File: src/rtl/fetch_stage_if.sv
// Fetch-stage bus: decode-side stall/redirect controls, instruction memory port and IF/ID outputs.
// The fetch stage uses the master modport; the surrounding datapath/memory uses slave.
interface fetch_stage_if;
    logic        stall;
    logic        branch_taken;
    logic [31:0] branch_base;
    logic [31:0] branch_offset;
    logic        jump;
    logic [31:0] jump_base;
    logic [25:0] jump_index;
    logic [31:0] imem_addr;
    logic [31:0] imem_rdata;
    logic [31:0] id_instr;
    logic [31:0] id_pc_plus4;
    logic        id_valid;
    logic [31:0] fetch_count;

    modport master (
        input  stall, branch_taken, branch_base, branch_offset,
        input  jump, jump_base, jump_index, imem_rdata,
        output imem_addr, id_instr, id_pc_plus4, id_valid, fetch_count
    );

    modport slave (
        output stall, branch_taken, branch_base, branch_offset,
        output jump, jump_base, jump_index, imem_rdata,
        input  imem_addr, id_instr, id_pc_plus4, id_valid, fetch_count
    );
endinterface

File: src/rtl/fetch_stage.sv
// Instruction fetch: PC sequencing against a 1-cycle synchronous imem, IF/ID register,
// stall hold and branch/jump redirect with a single-bubble flush.
module fetch_stage #(
    parameter logic [31:0] PC_RESET = 32'h0000_0000
) (
    input  logic          clk,
    input  logic          reset,
    fetch_stage_if.master bus
);

    typedef enum logic {BOOT, RUN} state_t;

    state_t      state_q, state_d;
    logic [31:0] pc_q, pc_d;
    logic [31:0] id_instr_q, id_instr_d;
    logic [31:0] id_pc_plus4_q, id_pc_plus4_d;
    logic        id_valid_q, id_valid_d;
    logic [31:0] fetch_count_q, fetch_count_d;
    logic [31:0] pc_next;
    logic [31:0] pc_plus4;

    // Only the region bits of the jump's PC+4 participate in the target.
    logic unused_jump_base;
    assign unused_jump_base = ^bus.jump_base[27:0];

    function automatic logic [31:0] branch_target(input logic [31:0] base,
                                                  input logic [31:0] offset);
        logic signed [31:0] off_s;
        off_s = $signed(offset);
        return base + $unsigned(off_s <<< 2);
    endfunction

    function automatic logic [31:0] jump_target(input logic [31:0] base,
                                                input logic [25:0] index);
        return {base[31:28], index, 2'b00};
    endfunction

    assign pc_plus4 = pc_q + 32'd4;

    always_comb begin
        state_d       = state_q;
        pc_next       = pc_q;
        id_instr_d    = id_instr_q;
        id_pc_plus4_d = id_pc_plus4_q;
        id_valid_d    = id_valid_q;
        fetch_count_d = fetch_count_q;

        case (state_q)
            BOOT: begin
                state_d = RUN;
                pc_next = PC_RESET;
            end
            RUN: begin
                // Branch beats jump: it belongs to the older instruction.
                if (bus.branch_taken || bus.jump) begin
                    pc_next       = bus.branch_taken
                                  ? branch_target(bus.branch_base, bus.branch_offset)
                                  : jump_target(bus.jump_base, bus.jump_index);
                    id_instr_d    = 32'd0;
                    id_pc_plus4_d = 32'd0;
                    id_valid_d    = 1'b0;
                end else if (bus.stall) begin
                    pc_next = pc_q;
                end else begin
                    pc_next       = pc_plus4;
                    id_instr_d    = bus.imem_rdata;
                    id_pc_plus4_d = pc_plus4;
                    id_valid_d    = 1'b1;
                    fetch_count_d = fetch_count_q + 32'd1;
                end
            end
            default: begin
                state_d = BOOT;
                pc_next = PC_RESET;
            end
        endcase

        pc_d = pc_next;
    end

    // imem samples pc_next at the same edge pc_q loads it, so pc_q tracks imem_rdata.
    always_ff @(posedge clk or posedge reset) begin
        if (reset) begin
            state_q       <= BOOT;
            pc_q          <= PC_RESET;
            id_instr_q    <= 32'd0;
            id_pc_plus4_q <= 32'd0;
            id_valid_q    <= 1'b0;
            fetch_count_q <= 32'd0;
        end else begin
            state_q       <= state_d;
            pc_q          <= pc_d;
            id_instr_q    <= id_instr_d;
            id_pc_plus4_q <= id_pc_plus4_d;
            id_valid_q    <= id_valid_d;
            fetch_count_q <= fetch_count_d;
        end
    end

    assign bus.imem_addr   = pc_next;
    assign bus.id_instr    = id_instr_q;
    assign bus.id_pc_plus4 = id_pc_plus4_q;
    assign bus.id_valid    = id_valid_q;
    assign bus.fetch_count = fetch_count_q;

endmodule

File: src/flat_wrapper.sv
// flat-port wrapper written by rule: the top's interface ports become plain ports
module fetch_stage_flat 
#(
    parameter logic [31:0] PC_RESET = 32'h0000_0000
)
  (clk, reset, bus_stall, bus_branch_taken, bus_branch_base, bus_branch_offset, bus_jump, bus_jump_base, bus_jump_index, bus_imem_rdata, bus_imem_addr, bus_id_instr, bus_id_pc_plus4, bus_id_valid, bus_fetch_count);
  fetch_stage_if bus_i ();
  input  logic clk;
  input  logic reset;
  input wire logic [$bits(bus_i.stall)-1:0] bus_stall;
  input wire logic [$bits(bus_i.branch_taken)-1:0] bus_branch_taken;
  input wire logic [$bits(bus_i.branch_base)-1:0] bus_branch_base;
  input wire logic [$bits(bus_i.branch_offset)-1:0] bus_branch_offset;
  input wire logic [$bits(bus_i.jump)-1:0] bus_jump;
  input wire logic [$bits(bus_i.jump_base)-1:0] bus_jump_base;
  input wire logic [$bits(bus_i.jump_index)-1:0] bus_jump_index;
  input wire logic [$bits(bus_i.imem_rdata)-1:0] bus_imem_rdata;
  output wire logic [$bits(bus_i.imem_addr)-1:0] bus_imem_addr;
  output wire logic [$bits(bus_i.id_instr)-1:0] bus_id_instr;
  output wire logic [$bits(bus_i.id_pc_plus4)-1:0] bus_id_pc_plus4;
  output wire logic [$bits(bus_i.id_valid)-1:0] bus_id_valid;
  output wire logic [$bits(bus_i.fetch_count)-1:0] bus_fetch_count;
  assign bus_i.stall = bus_stall;
  assign bus_i.branch_taken = bus_branch_taken;
  assign bus_i.branch_base = bus_branch_base;
  assign bus_i.branch_offset = bus_branch_offset;
  assign bus_i.jump = bus_jump;
  assign bus_i.jump_base = bus_jump_base;
  assign bus_i.jump_index = bus_jump_index;
  assign bus_i.imem_rdata = bus_imem_rdata;
  assign bus_imem_addr = bus_i.imem_addr;
  assign bus_id_instr = bus_i.id_instr;
  assign bus_id_pc_plus4 = bus_i.id_pc_plus4;
  assign bus_id_valid = bus_i.id_valid;
  assign bus_fetch_count = bus_i.fetch_count;
  fetch_stage #(.PC_RESET(PC_RESET)) u_core (.clk(clk), .reset(reset), .bus(bus_i));
endmodule
File: config.mk
export PLATFORM = sky130hd
export DESIGN_NAME = fetch_stage_flat
export DESIGN_NICKNAME = d
export VERILOG_FILES = /design/src/rtl/fetch_stage_if.sv /design/src/rtl/fetch_stage.sv /design/src/flat_wrapper.sv
export SDC_FILE = /design/constraint.sdc
export NUM_CORES = 1
export LEC_CHECK = 0
export CAP_MARGIN = 5
export CORE_MARGIN = 3
export CORE_UTILIZATION = 49
export DETAILED_ROUTE_END_ITERATION = 8
export PLACE_DENSITY = 0.87
export SYNTH_ARGS = -nofsm -noshare
export SYNTH_HDL_FRONTEND = slang
export SYNTH_SLANG_ARGS = --single-unit
File: constraint.sdc
create_clock -name clk -period 6.25 [get_ports clk]
set_input_delay 0.9375 -clock clk [delete_from_list [all_inputs] [get_ports clk]]
set_output_delay 0.9375 -clock clk [all_outputs]
set_load 0.02 [all_outputs]
# == Yosys cells after proc, flatten, opt, wreduce, memory -nomap -nowiden ==
# Cells that the tools add are included.
# Widths: inputs -> output; s select.
# classes
multipliers,0
reduce_logical,3
n_addsub,3
n_bitwise,3
order_cmp,0
n_shift,0
muxes,10
n_eq_ne,1
n_div,0
# ops
operator,n
$mux 32,7
$pmux 32 s2,1
$add 32x1->32 const B,1
$add 32x3->32 const B,1
$add 32x32->32,1
$not 1->1,3
$reduce_and 3->1,1
$mux 1,2
$ne 2x1->1 const B,1
$reduce_and 2->1,1
$logic_or 1x1->1,1
# word_totals
n_memories,0
ram_bits,0
elab_cells,26
latchBits,0
rom_bits,0
inputBits,159
reg_bits,130

# == Longest topological paths before layout ==
# Gate-level depths: netlist of run 1.
# logic_depth
ltp_word,4
mapped_depth,10
ltp_nobuf,10

# == Least setup slack after synthesis of run 1 ==
# OpenSTA, ideal clock, no wires.
# synth_path
path_type,input to output
startpoint,input bus_branch_offset[0]
endpoint,output bus_imem_addr[26]
path_slack_ps,1898
required_ps,5312
arrival_ps,3415
cell_stages,10
path_cell_list,ha_1 inv_1 fa_1 nand2b_1 a21oi_2 a41oi_2 o21ai_2 o31ai_2 mux2_1 a221oi_1
# synth_via
elab_chain_len,4
# synth_rtl
element,line,text
from (decl),flat_wrapper.sv:13,input wire logic [$bits(bus_i.branch_offset)-1:0] bus_branch_offset;
$add 32x32->32,fetch_stage.sv:30,return base + $unsigned(off_s <<< 2);
$mux 32,fetch_stage.sv:57,"? branch_target(bus.branch_base, bus.branch_offset)"
$mux 32,fetch_stage.sv:55,if (bus.branch_taken || bus.jump) begin
$pmux 32 s2,fetch_stage.sv:48,case (state_q)
to (decl),flat_wrapper.sv:18,output wire logic [$bits(bus_i.imem_addr)-1:0] bus_imem_addr;
# No other way between the ends.

# == Worst setup path in the final report of run 1 ==
# Ends and elaborated chain as after synthesis.

==> results.txt, run 1 <==
The run finished with clean final reports. Setup violations remaining at the end of the flow were counted as 0. The share of synthesized registers carrying an async set or reset came out at 1.000. The number of setup buffers added after CTS is 0. The top flip-flop cell by instance count after synthesis is sky130_fd_sc_hd__dfrtp_1.

The quantity of I/O buffers inserted on ports is about 260. The H-tree was split into 4 levels. Across all setup checks in the final design, the least slack found is ~0.62 ns.

The congestion estimate from routability-driven global placement came to 0.8778. STA classifies the critical path endpoint as a primary output. The clock latency on the worst-skew pair is just over 0.4 ns. The floorplan die area is about 18000 sq um. IR analysis of the VDD net gives a maximum drop of 0.1556 mV. The synthesized flop and latch total came out at between 100 and 150. The total congestion overflow came out at 0. The effective utilization at floorplan is 0.5015. For the worst setup path, the data required time is ~5.3 ns.

Yosys instantiated no cell more often than sky130_fd_sc_hd__dfrtp_1. The reported max-cap violation count is 0. The post-CTS resize count is 0.

The violation count after the first detailed-routing iteration is roughly 620. The HPWL reported at the end of detailed placement came out at 18860 microns. The initial antenna violation count is 0.

The count of different cell masters after synthesis came out at 84. The DRC violation count after routing is 0. The area occupied by multi-input gates came out at about 4500 sq um.

The smallest hold slack came out at about 0.47 ns. The global-route wire length before repair is ~40000 microns. The post-place instance area is approximately 11000 sq um.

The end point of the critical path is bus_imem_addr[26]. The count of cells in the finished layout, fillers not included, comes to roughly 1.3k. The total track usage came out at 0.2760. The Yosys step of the flow raised 0 warnings. Entering global routing, the biggest net connects 73 pins. During I/O placement, the number of pins put on the boundary was around 290. The total non-filler cell area in the finished layout came out at ~11000 sq um.

The worst slew margin relative to its limit came out at 0.2821. The largest single stage delay on the critical path is around 0.69 ns. The signal on the critical path passes through clkdlybuf4s50_1 -> ha_1 -> inv_1 -> fa_1 -> nand2b_1 -> a21oi_2 -> a41oi_2 -> o21ai_2 -> o31ai_2 -> mux2_1 -> a221oi_1 -> clkdlybuf4s50_1. The row count is 46. The power per cell area came out at ~230 nW/um^2. The final critical-path share of the clock period is 0.9016.

The total CTS buffers came out at 17. The leakage power figure came out at around 4.7 nW. The tree is rooted in a sky130_fd_sc_hd__clkbuf_16.

The final route contains 7658 vias. The slowest stage of the critical path is the sky130_fd_sc_hd__clkdlybuf4s50_1 cell. The final antenna-violating net count came out at 0. STA classifies the critical path startpoint as an input pin. The data arrival time of the critical path is approximately 4.7 ns. The number of diodes is 0. The power after layout came out at 2.618 mW.

The routed wire length per instance is between 15 and 20 microns. The worst setup path startpoint is bus_branch_offset[0]. The placeable core region is 15940 sq um. The average instance in the mapped netlist occupies 9.275 sq um. The area growth from synthesis to final layout came out at 41.61%. The vertical extent of the die is around 130 microns. The count of flip-flops with a built-in enable after synthesis is 0.

The class of the worst hold path is reg -> reg. The clock transition at the register clock pins on the worst setup and hold paths after CTS is ~0.050 ns. The fraction of the core area covered by cells at the end of the flow came out at 0.7102. Setup repair after global routing left no endpoint under its margin. At the end of the flow, the number of nets in the layout was roughly 1.3k. The reg-to-reg endpoint is u_core.bus.fetch_count[23]$_DFFE_PP0P_. The cell count after placement is ~1.3k. The cell taking the most area after synthesis is sky130_fd_sc_hd__dfrtp_1.

The sequential share of the synthesized area came out at 0.4069. The TritonCTS clock tree is done. The post-synthesis instance area is 7995 sq um. The detail-routed via count per cell is around 5.8. The die width came out at 133.7 microns. The hold buffer count at cts came out at 0. The actual slew at the worst max-slew pin is about 1.1 ns. The combined flip-flop and latch cell area came out at ~3300 sq um. The tree built by TritonCTS fans out to 130 sinks. Of the cells placed in the final design, the portion with a size suffix greater than 1 is 0.06137. The via count of the first global-routing pass is approximately 7.3k. The setup check on the worst reg-to-reg path leaves a slack of between 3 and 4 ns. By instance count, the cell type seen most on the critical path is sky130_fd_sc_hd__clkdlybuf4s50_1.

The critical path start-end classification is in -> out. The length in cells of the worst reg-to-reg path came out at 6. The setup slack at placement is between 0.6 and 0.7 ns.

The cell count after synthesis is between 800 and 900. The aggregate routed wire length came out at ~25000 microns. Fill cells in the final layout number 1204. By count the netlist is led by sky130_fd_sc_hd__dfrtp_1 (130), sky130_fd_sc_hd__nand2_1 (99), sky130_fd_sc_hd__xnor2_1 (60).

The clock period minus worst slack came out at 5.635 ns. The synthesized netlist net count came out at roughly 1.1k. On the final layout, the worst clock skew is between 0.01 and 0.015 ns. The total iterations of the first detailed-routing run came out at 7. Based on the critical path, the design can be clocked at up to approximately 0.18 GHz. The number of endpoints with negative hold slack in the final report came out at 0. Of the post-synthesis cell area, the dominant cell type holds 0.4069.

In the post-synthesis netlist, the biggest area contributors are sky130_fd_sc_hd__dfrtp_1 (41%), sky130_fd_sc_hd__xnor2_1 (6.6%), sky130_fd_sc_hd__ha_1 (4.9%). Counting along the longest clock path gives a buffer depth of 2. The max-slew violation count came to 0. In this run the worst path has a maximum fanout of 7.

In this run the critical register-to-register path is launched from u_core.state_q$_DFF_PP0_. The final total negative setup slack is 0 ns.
[cells by family after synthesis]
kind of cell	count (synthesis)	share of synthesized area
compound gates	234	0.2027
flops	130	0.4069
buf+inv	68	0.03411
xor+xnor	92	0.1008
mux	10	0.01299
fa+ha+maj	32	0.05102
other cells	1	0.0004690
simple gates	295	0.1911
[flip-flops by register name, indices dropped and copies added (netlist names)]
name,flops
u_core.state_q,1
u_core.bus.id_valid,1
u_core.bus.fetch_count,32
u_core.bus.id_instr,32
u_core.bus.id_pc_plus4,32
u_core.pc_q,32
[layout by cell type (no fill, tap or decap), types with 4 or more instances in the layout]
cell type                         instances
sky130_fd_sc_hd__nand3_1                 33
sky130_fd_sc_hd__and3_1                  15
sky130_fd_sc_hd__nor2b_1                  7
sky130_fd_sc_hd__and4_1                   7
sky130_fd_sc_hd__buf_4                    7
sky130_fd_sc_hd__and2_1                   6
sky130_fd_sc_hd__o221ai_1                 4
sky130_fd_sc_hd__a21o_1                  12
sky130_fd_sc_hd__xnor2_1                 60
sky130_fd_sc_hd__a22o_1                  36
sky130_fd_sc_hd__o21ai_0                 59
sky130_fd_sc_hd__ha_1                    31
sky130_fd_sc_hd__bufinv_16                4
sky130_fd_sc_hd__dfrtp_1                130
sky130_fd_sc_hd__nand2_1                 98
sky130_fd_sc_hd__nand4_1                 21
sky130_fd_sc_hd__a221oi_1                12
sky130_fd_sc_hd__a211oi_1                14
sky130_fd_sc_hd__nor2_1                  58
sky130_fd_sc_hd__clkdlybuf4s50_1        257
sky130_fd_sc_hd__mux2i_1                  7
sky130_fd_sc_hd__inv_1                   17
sky130_fd_sc_hd__nor3b_1                  4
sky130_fd_sc_hd__o21bai_1                 5
sky130_fd_sc_hd__o21a_1                   8
sky130_fd_sc_hd__nor3_1                  10
sky130_fd_sc_hd__clkbuf_16               17
sky130_fd_sc_hd__nand2b_1                 5
sky130_fd_sc_hd__a21oi_1                 42
sky130_fd_sc_hd__xor2_1                  32
sky130_fd_sc_hd__o211ai_1                 6
[worst max-delay path, delay by kind of cell]
family          cells  cell delay [ns]
compound gates      5             1.38
buf+inv             3             1.23
fa+ha+maj           2             0.58
mux                 1             0.35
simple gates        1             0.21
[power breakdown]
| part | internal (mW) | switching [mW] |
|---|---|---|
| sequential | 0.891 | 0.0622 |
| combinational | 0.290 | 0.331 |
| clock | 0.696 | 0.349 |
[metal layers]
layer | wire length (microns) | part of all wire | track usage | vias up
li1 | - | - | - | 3602
met5 | 0 | 0 | 0 | -
met1 | 10660 | 0.43 | 0.3790 | 3605
met3 | 2088 | 0.084 | 0.06647 | 41
met4 | 519 | 0.021 | 0.07829 | 0
met2 | 11540 | 0.47 | 0.4385 | 410
[final cells by class]
cell class	count	share of cell area
multi-input combinational	664	0.3950
sequential	130	0.2873
timing repair buffer	264	0.2318
clock buffer	22	0.04188
tap	216	0.02387
clock inverter	9	0.01359
inverter	19	0.006520
[worst min path at each step]
stage                                      startpoint                                      to  slack [ns]  depth (start not counted)
4_1_cts        u_core.bus.id_pc_plus4[19]$_DFFE_PP0P_  u_core.bus.id_pc_plus4[19]$_DFFE_PP0P_        0.48                          2
3_3_place_gp   u_core.bus.fetch_count[31]$_DFFE_PP0P_  u_core.bus.fetch_count[31]$_DFFE_PP0P_        0.46                          1
5_1_grt        u_core.bus.id_pc_plus4[16]$_DFFE_PP0P_  u_core.bus.id_pc_plus4[16]$_DFFE_PP0P_        0.51                          2
3_5_place_dp    u_core.bus.id_pc_plus4[8]$_DFFE_PP0P_   u_core.bus.id_pc_plus4[8]$_DFFE_PP0P_        0.47                          2
2_1_floorplan                u_core.pc_q[1]$_DFF_PP0_   u_core.bus.id_pc_plus4[1]$_DFFE_PP0P_        0.47                          1
6_report       u_core.bus.id_pc_plus4[19]$_DFFE_PP0P_  u_core.bus.id_pc_plus4[19]$_DFFE_PP0P_        0.47                          2
Power figures use the tool's default switching activity.
==> run 2: changes to the inputs <==
--- a/config.mk
+++ b/config.mk
@@ -6,8 +6,11 @@
 export NUM_CORES = 1
 export LEC_CHECK = 0
 export CAP_MARGIN = 5
+export CORE_ASPECT_RATIO = 0.5
 export CORE_MARGIN = 3
 export CORE_UTILIZATION = 49
+export CTS_CLUSTER_DIAMETER = 200
+export CTS_CLUSTER_SIZE = 14
 export DETAILED_ROUTE_END_ITERATION = 8
 export PLACE_DENSITY = 0.87
 export SYNTH_ARGS = -nofsm -noshare
==> results.txt, run 2 (synthesis results as in run 1) <==
The clock share of power is 0.380 (-0.019). The DRC violation count after routing came out at 0 (unchanged). The tree is rooted in a sky130_fd_sc_hd__clkbuf_16. The total congestion overflow is 0 (unchanged).

The placeable core region came to 15700 sq um (-1.6%). The post-place instance area is 10690 sq um (about the same). The biggest cell delay along the critical path is 0.71 ns (+0.02 ns). The max-slew violation count is 0 (unchanged). The I/O pin total is 288 (unchanged).

The total CTS buffers is 17 (unchanged). The slack of the worst reg-to-reg path came to 2.64 ns (-0.62 ns). The total number of vias is 7685 (+0.35%). On the critical path, the stage with the largest delay is an instance of sky130_fd_sc_hd__clkdlybuf4s50_1. The quantity of I/O buffers inserted on ports came out at 257 (unchanged). The total track usage was 0.2757 (-0.0002979). The clock period minus worst slack came out at 5.522 ns (-0.1133 ns). The number of diodes came out at 0 (unchanged).

The global-route wire length before repair came out at 39830 microns (+0.96%). The critical path goes through clkdlybuf4s50_1 -> ha_1 -> inv_1 -> fa_1 -> nand2b_1 -> a21oi_2 -> a41oi_2 -> o21ai_2 -> or3_1 -> a41oi_1 -> a211oi_1 -> clkdlybuf4s50_1. The routed wire length per instance is 19.07 microns (+1.8%).

The power per cell area came to 226.6 nW/um^2 (-2.0%). The data arrival time of the critical path came to 4.58 ns (-0.12 ns). The library cells used most frequently in the layout, excluding fill and tap cells, are sky130_fd_sc_hd__clkdlybuf4s50_1 (257), sky130_fd_sc_hd__dfrtp_1 (130), sky130_fd_sc_hd__nand2_1 (98), sky130_fd_sc_hd__xnor2_1 (60), sky130_fd_sc_hd__o21ai_0 (59). The row count is 32 (-30%).

Setup repair after global routing left no endpoint under its margin. The aggregate routed wire length came out at 25350 microns (+2.2%). The total iterations of the first detailed-routing run is 5 (-2). The highest achievable clock rate is 0.1811 GHz (+2.1%).

The total non-filler cell area in the finished layout came out at 11260 sq um (-0.51%). The maximum net fanout on the critical path is 7 (unchanged). STA classifies the critical path endpoint as a primary output.

The weighted congestion reported at the end of routability-driven placement is 0.9356 (+6.6%). The final total negative setup slack came out at 0 ns (unchanged). The proportion of total power due to net switching is 0.3185 (+0.03529). In this run the worst setup path begins at bus_branch_offset[0]. The initial antenna violation count is 0 (unchanged).

The most critical setup path has its endpoint at bus_imem_addr[18]. The post-CTS resize count came out at 0 (unchanged). Leaving out fill and tap cells, the most frequent cell in the layout is sky130_fd_sc_hd__clkdlybuf4s50_1. The detail-routed via count per cell is 5.783 (about the same). The combinational cell fraction of total power is 0.245 (+0.008).

The min-delay analysis places its worst path in the category reg -> reg. The area growth from synthesis to final layout is 40.89%. The critical path in this run is classified as in -> out. The fraction of the core area covered by cells at the end of the flow was 0.7177 (+0.007543).

The run finished with clean final reports. The actual slew at the worst max-slew pin came to 1.198 ns (+0.1251 ns). The power share of the sequential group is 0.375 (+0.011). The switching power total is 0.8131 mW (+9.6%). The reported max-cap violation count came out at 0 (unchanged).

The via count of the first global-routing pass is 7391 (+0.57%). The clock transition at the register clock pins on the worst setup and hold paths after CTS is 0.06 ns (about the same). The die width was 186.6 microns (+40%).

The hold buffer count at cts is 0 (unchanged). The CTS H-tree depth is 4 (unchanged). The HPWL reported at the end of detailed placement was 18930 microns (+0.37%). The length in cells of the worst reg-to-reg path is 6 (unchanged). The worst clock skew came out at 0.01103 ns (-0.002161 ns). The post-layout net count came out at 1286 (-0.078%). In this design, the critical path's most frequently occurring cell is sky130_fd_sc_hd__clkdlybuf4s50_1. The clock sink count is 130 (unchanged). The final antenna-violating net count is 0 (unchanged). The vertical extent of the die came to 96.33 microns (-28%).

The worst slew margin relative to its limit was 0.1985 (-0.08360). The number of setup buffers added after CTS came out at 0 (unchanged). The number of failing setup endpoints in the final timing report is 0 (unchanged). STA classifies the critical path startpoint as an input pin. The worst-case clock buffer depth came out at 2 (unchanged). In this run the critical register-to-register path is captured at u_core.bus.fetch_count[22]$_DFFE_PP0P_.

TritonCTS built the clock tree. The power after layout came to 2.552 mW (-2.5%). The clock latency on the worst-skew pair was 0.41 ns (about the same).

The startpoint identified for the worst hold timing path is u_core.bus.id_pc_plus4[16]$_DFFE_PP0P_. In this run the critical register-to-register path is launched from u_core.state_q$_DFF_PP0_. The number of endpoints with negative hold slack in the final report came out at 0 (unchanged).

The internal power of the cells is 1.739 mW (-7.3%). The leakage power figure came out at 4.687 nW (-0.77%). The smallest hold slack was 0.4818 ns (+0.007609 ns). The final critical-path share of the clock period came out at 0.8835 (-0.01813). The effective utilization at floorplan is 0.5094 (+0.007916). The violation count after the first detailed-routing iteration was 756 (+22%). The maximum resistive drop on vdd came to 0.1575 mV (+1.2%).

The largest net degree at the start of global routing is 80 (+9.6%). The required time reported for the critical path endpoint came out at 5.31 ns (about the same). The share of cells above drive strength 1 was 0.06227 (+0.0009025).

The floorplan die area was 17980 sq um (+0.52%).
==> run 2: cell count changes in the layout (fill, tap and decap cells not counted), sizes merged <==
cell,change
clkinvlp,+1
inv,+8
clkinv,-1
clkbuf,-4
bufinv,-3
buf,-1
==> run 2: worst max-delay path, delay by kind of cell <==
kind	cells	cell delay, ns
compound gates	5	1.47
buf+inv	3	1.24
fa+ha+maj	2	0.58
simple gates	2	0.35
==> run 2: how the worst min path moves through the flow <==
stage	end	slack, ns	cells past startpoint
floorplan	u_core.bus.id_pc_plus4[1]$_DFFE_PP0P_	0.47	1
global placement	u_core.bus.id_pc_plus4[16]$_DFFE_PP0P_	0.46	2
detailed placement	u_core.bus.id_pc_plus4[22]$_DFFE_PP0P_	0.47	2
CTS	u_core.bus.id_pc_plus4[27]$_DFFE_PP0P_	0.48	2
global route	u_core.bus.fetch_count[31]$_DFFE_PP0P_	0.50	1
finish	u_core.bus.id_pc_plus4[16]$_DFFE_PP0P_	0.48	2
==> run 2: layer usage <==
layer	GRT usage	part of all wire	vias to the layer above
met1	0.3728	0.44	3705
met4	0.07040	0.016	0
met5	0	0	-
li1	-	-	3586
met2	0.4704	0.47	355
met3	0.04402	0.074	39
==> run 2: cell type report <==
type,instances,area (sq um)
timing repair buffer,263,2618
multi-input combinational,664,4472
fill,1167,4431
clock inverter,14,142.6
inverter,19,73.82
tap,221,276.5
clock buffer,18,429.2
sequential,130,3253
==> run 2: metrics by stage <==
step	std cells	setup slack, ns
after floorplan	862	1.843
final	1329	0.7284
after CTS	1329	0.7760
after detailed placement	1297	0.7817
after global routing	1329	0.4997
after global placement	1297	0.8434
==> run 2: power groups by stage <==
| stage | Sequential, mW | Clock (mW) | Combinational, mW |
|---|---|---|---|
| after floorplan | 0.980 | 0 | 0.319 |
| after global placement | 0.963 | 0 | 0.607 |
| after detailed placement | 0.968 | 0 | 0.616 |
| after CTS | 0.954 | 0.980 | 0.621 |
| after global routing | 0.963 | 1.02 | 0.670 |
| final | 0.957 | 0.969 | 0.626 |
==> run 3: changes to the inputs <==
--- a/config.mk
+++ b/config.mk
@@ -5,14 +5,15 @@
 export SDC_FILE = /design/constraint.sdc
 export NUM_CORES = 1
 export LEC_CHECK = 0
-export CAP_MARGIN = 5
+export ABC_CLOCK_PERIOD_IN_PS = 6250
+export CAP_MARGIN = 0
 export CORE_ASPECT_RATIO = 0.5
 export CORE_MARGIN = 3
-export CORE_UTILIZATION = 49
+export CORE_UTILIZATION = 40
 export CTS_CLUSTER_DIAMETER = 200
 export CTS_CLUSTER_SIZE = 14
 export DETAILED_ROUTE_END_ITERATION = 8
-export PLACE_DENSITY = 0.87
+export PLACE_DENSITY = 0.73
 export SYNTH_ARGS = -nofsm -noshare
 export SYNTH_HDL_FRONTEND = slang
 export SYNTH_SLANG_ARGS = --single-unit
==> results.txt, run 3 (synthesis results as in run 1) <==
The maximum net fanout on the critical path came out at 7 (unchanged). The final critical-path share of the clock period is 0.8865 (+0.003027). The placeable core region is 19010 sq um (+21%). The number of failing setup endpoints in the final timing report came to 0 (unchanged). The hold buffer count at cts is 0 (unchanged). The number of diodes came out at 0 (unchanged). The I/O pin total came out at 288 (unchanged). Setup repair after global routing left no endpoint under its margin. The highest achievable clock rate came out at 0.1805 GHz (-0.34%). The CTS H-tree depth is 4 (unchanged). The worst clock skew came out at 0.01157 ns (+0.0005382 ns). The effective utilization at floorplan came out at 0.4207 (-0.08874).

The internal power of the cells was 1.811 mW (+4.1%). The total congestion overflow is 0 (unchanged). The worst slew margin relative to its limit is 0.1990 (+0.0005100). The total number of vias came to 7643 (-0.55%). The run finished with clean final reports. Compared with the post-synthesis result, the final layout area differs by 42.05%. The least setup slack across all paths after layout came out at 0.7095 ns (-0.01892 ns).

The violation count after the first detailed-routing iteration is 656 (-13%). The total CTS buffers came out at 17 (unchanged). The final antenna-violating net count is 0 (unchanged). The maximum resistive drop on vdd came out at 0.1688 mV (+7.2%). The share of cells above drive strength 1 is 0.06402 (+0.001747). The clock sink count came to 130 (unchanged).

The required time reported for the critical path endpoint is 5.31 ns (about the same). The actual slew at the worst max-slew pin came out at 1.197 ns (-0.0007624 ns). The aggregate routed wire length was 25470 microns (+0.47%). The via count of the first global-routing pass is 7119 (-3.7%). The largest net degree at the start of global routing came out at 83 (+3.8%).

The HPWL reported at the end of detailed placement is 19630 microns (+3.7%). The row count came out at 35 (+9.4%). The final total negative setup slack is 0 ns (unchanged). The cell count after placement was 1336 (+3.0%). TritonCTS built the clock tree. The detail-routed via count per cell is 5.587 (-3.4%).

The total track usage is 0.2271 (-0.04861). The combinational cell fraction of total power came out at 0.241 (-0.004). The floorplan die area is 21820 sq um (+21%). The number of endpoints with negative hold slack in the final report was 0 (unchanged). The post-layout net count came to 1287 (+0.078%). The global-route wire length before repair came out at 39570 microns (-0.64%). The DRC violation count after routing is 0 (unchanged). The power share of the sequential group was 0.367 (-0.008). The leakage power figure was 4.711 nW (+0.51%).

The critical path is of the in -> out type. The power per cell area was 228.7 nW/um^2 (+0.95%). The routed wire length per instance came out at 18.62 microns (-2.4%). The worst hold path belongs to the class reg -> reg. The setup slack at placement is 0.7390 ns (-0.04269 ns). The master cell of the clock root buffer is sky130_fd_sc_hd__clkbuf_16. The vertical extent of the die is 106.0 microns (+10%). The final standard cell count with taps included and fillers excluded came out at 1368 (+2.9%). The switching power total is 0.7869 mW (-3.2%).

The initial antenna violation count is 0 (unchanged). The worst setup path is captured at a primary output. The worst setup path is launched from an input pin. The clock latency on the worst-skew pair is 0.41 ns (about the same). The proportion of total power due to net switching came out at 0.3029 (-0.01564).

The total iterations of the first detailed-routing run is 5 (unchanged). The max-slew violation count is 0 (unchanged). The clock share of power is 0.393 (+0.013). The reported max-cap violation count is 0 (unchanged). The quantity of I/O buffers inserted on ports is 257 (unchanged). The die width is 205.9 microns (+10%). The clock period minus worst slack was 5.541 ns (+0.01892 ns).

In the layout the commonest cells are sky130_fd_sc_hd__clkdlybuf4s50_1 (257), sky130_fd_sc_hd__dfrtp_1 (130), sky130_fd_sc_hd__nand2_1 (98), sky130_fd_sc_hd__xnor2_1 (60), sky130_fd_sc_hd__o21ai_0 (59). The post-CTS resize count came out at 0 (unchanged). The library cell used most frequently in the layout, excluding fill and tap cells, is sky130_fd_sc_hd__clkdlybuf4s50_1. The weighted congestion reported at the end of routability-driven placement came out at 0.9078 (-3.0%). The clock transition at the register clock pins on the worst setup and hold paths after CTS came out at 0.06 ns (about the same). The number of setup buffers added after CTS is 0 (unchanged). The worst-case clock buffer depth came to 2 (unchanged). The data arrival time of the critical path was 4.60 ns (+0.02 ns).
run 3: metrics by stage:
step | util | power [mW] | area [sq um] | hold slack, ns
3_5_place_dp | 0.5655 | 1.586 | 10750 | 0.4647
3_3_place_gp | 0.5655 | 1.577 | 10750 | 0.4613
4_1_cts | 0.5976 | 2.607 | 11360 | 0.4767
6_report | 0.5976 | 2.598 | 11360 | 0.4736
5_1_grt | 0.5976 | 2.712 | 11360 | 0.4976
2_1_floorplan | - | 1.299 | 7995 | 0.4669
run 3: worst max-delay path, stage by stage:
cell	delay (ns)
sky130_fd_sc_hd__clkdlybuf4s50_1	0.46
sky130_fd_sc_hd__ha_1	0.19
sky130_fd_sc_hd__inv_1	0.07
sky130_fd_sc_hd__fa_1	0.38
sky130_fd_sc_hd__nand2b_1	0.21
sky130_fd_sc_hd__a21oi_2	0.24
sky130_fd_sc_hd__a41oi_2	0.27
sky130_fd_sc_hd__o21ai_2	0.30
sky130_fd_sc_hd__o31ai_2	0.12
sky130_fd_sc_hd__mux2_1	0.37
sky130_fd_sc_hd__a221oi_1	0.37
sky130_fd_sc_hd__clkdlybuf4s50_1	0.69
run 3: worst paths after layout:
check / start / endpoint / slack, ns / cells after the start
worst max-delay path: bus_branch_offset[0] / bus_imem_addr[26] / 0.71 / 12
max in group asynchronous: reset / u_core.bus.id_pc_plus4[23]$_DFFE_PP0P_ / 3.89 / 3
min in group asynchronous: reset / u_core.bus.id_instr[12]$_DFFE_PP0P_ / 1.13 / 2
worst min-delay path: u_core.bus.fetch_count[31]$_DFFE_PP0P_ / u_core.bus.fetch_count[31]$_DFFE_PP0P_ / 0.47 / 1
worst max register to register: u_core.state_q$_DFF_PP0_ / u_core.bus.fetch_count[22]$_DFFE_PP0P_ / 3.06 / 7
worst min register to register: u_core.bus.fetch_count[31]$_DFFE_PP0P_ / u_core.bus.fetch_count[31]$_DFFE_PP0P_ / 0.47 / 1
run 3: cell type report:
type / instances / area, sq um
Fill cell: 1656 / 7649
Multi-Input combinational cell: 664 / 4472
Sequential cell: 130 / 3253
Timing Repair Buffer: 264 / 2625
Clock buffer: 17 / 425.4
Tap cell: 259 / 324.1
Clock inverter: 15 / 183.9
Inverter: 19 / 73.82
run 3: power groups by stage:
stage / sequential [mW] / clock [mW] / combinational, mW
4_1_cts: 0.950 / 1.03 / 0.625
2_1_floorplan: 0.980 / 0 / 0.319
6_report: 0.953 / 1.02 / 0.625
3_3_place_gp: 0.963 / 0 / 0.614
3_5_place_dp: 0.965 / 0 / 0.621
5_1_grt: 0.958 / 1.08 / 0.673
run 3: routing by layer:
metal / wire length [microns] / GRT usage / vias to the layer above
li1: - / - / 3610
met1: 11290 / 0.3139 / 3751
met2: 12130 / 0.3706 / 255
met3: 1649 / 0.04497 / 27
met4: 391 / 0.05031 / 0
met5: 0 / 0 / -
